$ cat src/rtl/spi_frame_receiver.sv
// SPI frame receiver (SPI mode 0, MSB first, receive only).
// The raw SCLK/COPI/nCS pins are brought into the clk domain, framed by nCS,
// and shifted on SCLK rising edges. A frame with exactly FRAME_BITS edges is
// published on frame_data with a one-clk frame_valid pulse. A short or overlong
// frame produces a one-clk frame_err pulse instead.
// Optional feature macro: SPI_GLITCH_FILTER_EN. When it is defined, SCLK goes
// through a 3-sample majority filter, and COPI and nCS are delayed to match.
module spi_frame_receiver #(
    parameter int FRAME_BITS = 16
) (
    input  logic                  clk,
    input  logic                  rst_n,
    input  logic                  sclk_in,
    input  logic                  copi_in,
    input  logic                  ncs_in,
    output logic [FRAME_BITS-1:0] frame_data,
    output logic                  frame_valid,
    output logic                  frame_err,
    output logic                  busy
);

    localparam int CW = $clog2(FRAME_BITS + 1);

    typedef enum logic [1:0] {
        IDLE    = 2'd0,
        ACTIVE  = 2'd1,
        OVERRUN = 2'd2
    } state_t;

    logic [1:0] sclk_sync;
    logic [1:0] copi_sync;
    logic [1:0] ncs_sync;

    logic sclk_lvl;
    logic copi_lvl;
    logic ncs_lvl;
    logic sclk_prev;
    logic ncs_prev;
    logic sclk_rise;
    logic ncs_rise;
    logic ncs_fall;

    state_t                state;
    logic [CW-1:0]         count;
    logic [FRAME_BITS-1:0] shift;

    // Two-flop synchronizers for all three pins. nCS clears to 0 as well, so a
    // frame already in progress when reset is released never shows a falling edge.
    // NOTE: sequential state is updated with non-blocking assignments only, so
    // every flop samples the values from before the edge.
    always_ff @(posedge clk or negedge rst_n) begin
        if (!rst_n) begin
            sclk_sync <= '0;
            copi_sync <= '0;
            ncs_sync  <= '0;
        end else begin
            sclk_sync <= {sclk_sync[0], sclk_in};
            copi_sync <= {copi_sync[0], copi_in};
            ncs_sync  <= {ncs_sync[0], ncs_in};
        end
    end

`ifdef SPI_GLITCH_FILTER_EN
    logic [2:0] sclk_hist;
    logic [1:0] copi_dly;
    logic [1:0] ncs_dly;

    // Three-sample SCLK history for the majority vote. COPI and nCS get two
    // matching delay stages so all three lines stay aligned behind the filter.
    always_ff @(posedge clk or negedge rst_n) begin
        if (!rst_n) begin
            sclk_hist <= '0;
            copi_dly  <= '0;
            ncs_dly   <= '0;
        end else begin
            sclk_hist <= {sclk_hist[1:0], sclk_sync[1]};
            copi_dly  <= {copi_dly[0], copi_sync[1]};
            ncs_dly   <= {ncs_dly[0], ncs_sync[1]};
        end
    end

    // A 1-clk pulse occupies only one of the three samples, so the vote drops it.
    assign sclk_lvl = (sclk_hist[0] & sclk_hist[1]) |
                      (sclk_hist[1] & sclk_hist[2]) |
                      (sclk_hist[0] & sclk_hist[2]);
    assign copi_lvl = copi_dly[1];
    assign ncs_lvl  = ncs_dly[1];
`else
    // COPI is taken from the same synchronizer stage as SCLK, so both see equal delay.
    assign sclk_lvl = sclk_sync[1];
    assign copi_lvl = copi_sync[1];
    assign ncs_lvl  = ncs_sync[1];
`endif

    // Edge-detect flops that hold the previous SCLK and nCS levels.
    always_ff @(posedge clk or negedge rst_n) begin
        if (!rst_n) begin
            sclk_prev <= 1'b0;
            ncs_prev  <= 1'b0;
        end else begin
            sclk_prev <= sclk_lvl;
            ncs_prev  <= ncs_lvl;
        end
    end

    assign sclk_rise = sclk_lvl & ~sclk_prev;
    assign ncs_rise  = ncs_lvl & ~ncs_prev;
    assign ncs_fall  = ~ncs_lvl & ncs_prev;

    // Frame FSM. An nCS rising edge is tested before SCLK, so it wins when both
    // edges arrive in the same cycle. The output pulses default low every cycle.
    always_ff @(posedge clk or negedge rst_n) begin
        if (!rst_n) begin
            state       <= IDLE;
            count       <= '0;
            shift       <= '0;
            frame_data  <= '0;
            frame_valid <= 1'b0;
            frame_err   <= 1'b0;
        end else begin
            frame_valid <= 1'b0;
            frame_err   <= 1'b0;
            unique case (state)
                IDLE: begin
                    if (ncs_fall) begin
                        state <= ACTIVE;
                        count <= '0;
                        shift <= '0;
                    end
                end
                ACTIVE: begin
                    if (ncs_rise) begin
                        state <= IDLE;
                        if (count == CW'(FRAME_BITS)) begin
                            frame_data  <= shift;
                            frame_valid <= 1'b1;
                        end else if (count != '0) begin
                            frame_err <= 1'b1;
                        end
                    end else if (sclk_rise) begin
                        if (count == CW'(FRAME_BITS)) begin
                            state <= OVERRUN;
                        end else begin
                            shift <= {shift[FRAME_BITS-2:0], copi_lvl};
                            count <= count + 1'b1;
                        end
                    end
                end
                OVERRUN: begin
                    if (ncs_rise) begin
                        state     <= IDLE;
                        frame_err <= 1'b1;
                    end
                end
                default: state <= IDLE;
            endcase
        end
    end

    assign busy = (state != IDLE);

endmodule

$ cat config.mk
export PLATFORM = sky130hd
export DESIGN_NAME = spi_frame_receiver
export DESIGN_NICKNAME = d
export VERILOG_FILES = /design/src/rtl/spi_frame_receiver.sv
export SDC_FILE = /design/constraint.sdc
export NUM_CORES = 1
export LEC_CHECK = 0
export CAP_MARGIN = 20
export CORE_ASPECT_RATIO = 1.1
export CORE_MARGIN = 5
export CORE_UTILIZATION = 31
export CTS_CLUSTER_DIAMETER = 100
export DETAILED_ROUTE_END_ITERATION = 12
export GPL_TIMING_DRIVEN = 0
export SYNTH_ARGS = -nofsm -noshare
export SYNTH_HDL_FRONTEND = slang
export SYNTH_SLANG_ARGS = --single-unit
$ cat constraint.sdc
create_clock -name clk -period 2.2 [get_ports clk]
set_input_delay 0.55 -clock clk [delete_from_list [all_inputs] [get_ports clk]]
set_output_delay 0.55 -clock clk [all_outputs]
set_load 0.01 [all_outputs]
# Word-level counts from Yosys, hierarchy flattened
# Cells that the tools add are included.
[classes]
addsub = 1
n_eq_ne = 10
mux = 24
bitwise = 6
reduce_logical = 7
[ops]
columns = ["operator", "n"]
rows = [
  ["two-way mux 16 bit", 4],
  ["one-hot mux 16 bit (2 select lines)", 1],
  ["two-way mux 5 bit", 4],
  ["two-way mux 2 bit", 5],
  ["inequality test 2 bit, second input constant", 5],
  ["one-hot mux 5 bit (2 select lines)", 1],
  ["two-way mux 1 bit", 7],
  ["inequality test 3 bit, second input constant", 2],
  ["one-hot mux 2 bit (3 select lines)", 1],
  ["adder 5 x 1 -> 5 bit, second input constant", 1],
  ["== test 5 bit, second input constant", 1],
  ["AND reduction 5 bit", 1],
  ["nonzero test 5 bit", 1],
  ["AND reduction 4 bit", 1],
  ["nonzero test 2 bit", 2],
  ["bitwise AND 1 bit", 3],
  ["inverter 1 bit", 3],
  ["AND reduction 3 bit", 1],
  ["== test 2 x 1 -> 1 bit, second input constant", 1],
  ["== test 2 bit, second input constant", 1],
  ["logical NOT 2 bit", 1],
  ["one-hot mux 1 bit (2 select lines)", 1],
]
[word_totals]
reg_bits = 49
in_bits = 5
output_inout_bits = 19
wordCells = 59

# Depth between registers and ports, before layout
[depth]
ltp_word = 5
depth_mapped = 8

# Least setup slack after synthesis
# OpenSTA, ideal clock, no wires.
[synth_path]
path_kind = "register to register"
start = "register count[0]"
end = "register frame_data[10]"
setup_time_ns = 0.125
arrival_ns = 1.871
required_time_ns = 2.075
path_slack_ns = 0.204
stages_incl_launch_ff = 7
n_path_buf = 1
synth_period_minus_slack_ns = 1.996
cell_sequence = "dfrtp_1 inv_1 ha_1 nor4bb_2 nor3b_4 buf_8 mux2_4"
[synth_via]
elab_chain_len = 2
[synth_lines]
columns = ["element", "line_no", "rtl"]
rows = [
  ["from (decl)", "44", "logic [CW-1:0] count;"],
  ["from (signal assigned)", "145", "count <= count + 1'b1;"],
  ["== test 5 bit", "134", "if (count == CW'(FRAME_BITS)) begin"],
  ["AND reduction 3 bit (no source line)", "-", ""],
  ["to (signal assigned)", "135", "frame_data <= shift;"],
  ["to (decl)", "16", "output logic [FRAME_BITS-1:0] frame_data,"],
]
# No other way between the ends.
# A chain may end at the register's enable or synchronous reset.

# Worst setup path in the final report
[layout_path]
start = "register count[1]"
end = "register shift[13]"
[layout_via]
elab_chain_len = 3
[layout_lines]
columns = ["element", "line_no", "rtl"]
rows = [
  ["== test 5 bit", "141", "if (count == CW'(FRAME_BITS)) begin"],
  ["inequality test 2 bit (no source line)", "-", ""],
  ["AND reduction 5 bit (no source line)", "-", ""],
  ["to (signal assigned)", "144", "shift <= {shift[FRAME_BITS-2:0], copi_lvl};"],
  ["to (decl)", "45", "logic [FRAME_BITS-1:0] shift;"],
]
# No other way between the ends.

==> results.toml <==
[critical_path]
worst_setup_path_end_kind = "flop"
crit_top_cell = "buf_6"
crit_start = "count[1]"
path_max_fanout = 10
cpPeakStageDelay_ns = 0.45
crit_required_ns = 2.43
r2r_setup_slack_ns = 0.15
crit_type = "flop to flop"
cp.arrival_ns = 2.28
path_cells = "inv_1, ha_1, nor4bb_4, or3b_1, or2_1, buf_6, buf_6, o211ai_1"
r2r-start = "count[1]"
worstSetupStartpointType = "flop"
crit_slowest_cell = "dfrtp_1"

[timing]
rsz0062_at_grt = "false"
period_share = 0.931
setup_ws_ns = 0.151
period_minus_slack_ns = 2.05
drv_slew = 0
fin_skew_ns = 0.0139
fin_tns_setup_ns = 0
worst_pin_slew_ns = 0.524
hold_viol_final = 0
slew_headroom = 0.649
whs_ns = 0.199
setup-violations-final = 0
fmax_mhz = 488

[route]
vias = 1527
dr.pass1.iters = 4
wire_per_inst_um = 13.4
wl_um = 4210
route.detailed.drc = 0
drt_iter0_markers = 59
ant_nets = 0
viasPerCell = 4.86

[synthesis]
synthArstFlopShare = 1.00
synth-main-ff-cell = "dfrtp_1"
syn_area_um2 = 2220
avgSynthCellArea_um2 = 11.4
yosysSeqAreaShare = 0.553
synth-seq-cells = 49
synthCells = 195
synth_top_cell_area_share = 0.553
ys_types = 35
synth_edf_count = 0
yosysWarnings = 0
synth_area_leader_cell = "dfrtp_1"
synthesis.nets = 206
ys_top_cells_by_area = "dfrtp_1 55%, nand2_1 6.8%, mux2_4 6.1%"

[placement]
dpl.hpwl_um = 2930
placedCellCount = 304
port_buffers = 23
postPlaceCellArea_um2 = 2570
globalplace.congestion = 0.758
pre_cts_ws_ns = -0.105

[clocking]
htreeDepth = 2
hold_buffers = 0
clk_pin_slew_worst_paths_ns = 0.10
cts.sinks = 49
cts_tree = "built"
cts_buffer_depth = 2
cts_buffers = 5
insertion_delay_ns = 0.31
cts_root_buf = "clkbuf_8"

[cells_and_area]
final_common_cell = "dfrtp_1"
stdcell_count = 314
fin_area_um2 = 2690
final_cell_mix = "49 x dfrtp_1, 40 x nand2_1, 21 x clkdlybuf4s50_1"
num-nets-final = 239
n_antenna_cell = 0
area_delta_synth_final_pct = 21.4
fill_cells = 678
layout-drive-gt1-share = 0.175
postLayoutCoreUtil = 0.384

[floorplanning]
core_um2 = 7010
rows = 32
die_h_um = 98.7
die_w_um = 90.6
ios = 24
design.die.area_um2 = 8950
start_util = 0.316

[grt]
grt_usage = 0.0993
grt-ovfl-total = 0
antenna_found_initial = 0
grt_pass1_vias = 1589
grt_max_degree = 28
grt_pass1_wl_um = 7380

[run]
max_cap_viol_count = 0

[worst_hold_path]
min_path_type = "input pin to asynchronous set/reset pin"

[pwr]
p_leak_nw = 1.16
power.density_nw_per_um2 = 901
totalPowerFinal_mw = 2.43
vdd_drop_max_mv = 0.341

[outcome]
status = "completed"
-- cells by family (layout without fill, tap and decap cells) --
group,after synthesis,after routing,share of synthesized area
and+or+nand+nor,76,76,0.172
muxes,17,17,0.102
buffers and inverters,17,51,0.0418
adders and majority gates,6,6,0.0339
AOI/OAI and AO/OA,30,30,0.0982
DFF,49,49,0.553
-- worst paths after layout --
kind / endpoint / cells after the start
setup / recovery: shift[13] / 8
hold / removal: shift[4] / 1
setup reg to reg: shift[13] / 8
hold reg to reg: copi_sync[1] / 0
max in group asynchronous: count[0] / 2
min in group clk: copi_sync[1] / 0
-- power breakdown --
part	internal, mW	switching (mW)
combinational	0.278	0.433
sequential	1.02	0.138
clock	0.232	0.328
-- routing by layer --
layer	track usage	part of all wire	routed length, um
met5	0	0	0
met4	0.0424	0.017	70
met3	0.0244	0.032	134
met2	0.164	0.47	1980
met1	0.124	0.48	2020
-- critical path: cells and delay by family, from the launching register on --
family	cells	cell delay [ns]
flops	1	0.45
fa+ha+maj	1	0.20
compound gates	1	0.18
simple gates	3	0.79
buf+inv	3	0.36
-- synthesized netlist by cell type, types with 3 or more instances --
master / instances
dfrtp_1: 49
mux2_4: 9
a21oi_1: 3
inv_1: 6
mux2_2: 8
clkbuf_1: 5
ha_1: 6
nand2_1: 40
o211ai_1: 17
nand3_1: 20
-- layout make-up --
type | count | area [um2] | area share
plain buffers | 11 | 72.6 | 0.0270
clock buffers | 5 | 68.8 | 0.0256
clock inverters | 3 | 26.3 | 0.00976
inverters | 6 | 22.5 | 0.00836
multi-input cells | 129 | 907 | 0.337
flip-flops and latches | 49 | 1230 | 0.455
well taps | 85 | 106 | 0.0395
repair buffers | 26 | 263 | 0.0976
-- flip-flops by register name (all words and copies together) (netlist names) --
signal,count
shift,16
frame_valid,1
count,5
copi_sync,2
ncs_sync,2
sclk_sync,2
state,2
frame_data,16
frame_err,1
ncs_prev,1
sclk_prev,1
-- repair_timing --
action,4_1_cts,5_1_grt
resized for setup,0,6
pin swaps,0,0
endpoints found under the setup margin,9,8
setup buffers,2,0
Note: power is estimated with default switching activity, not from simulation.
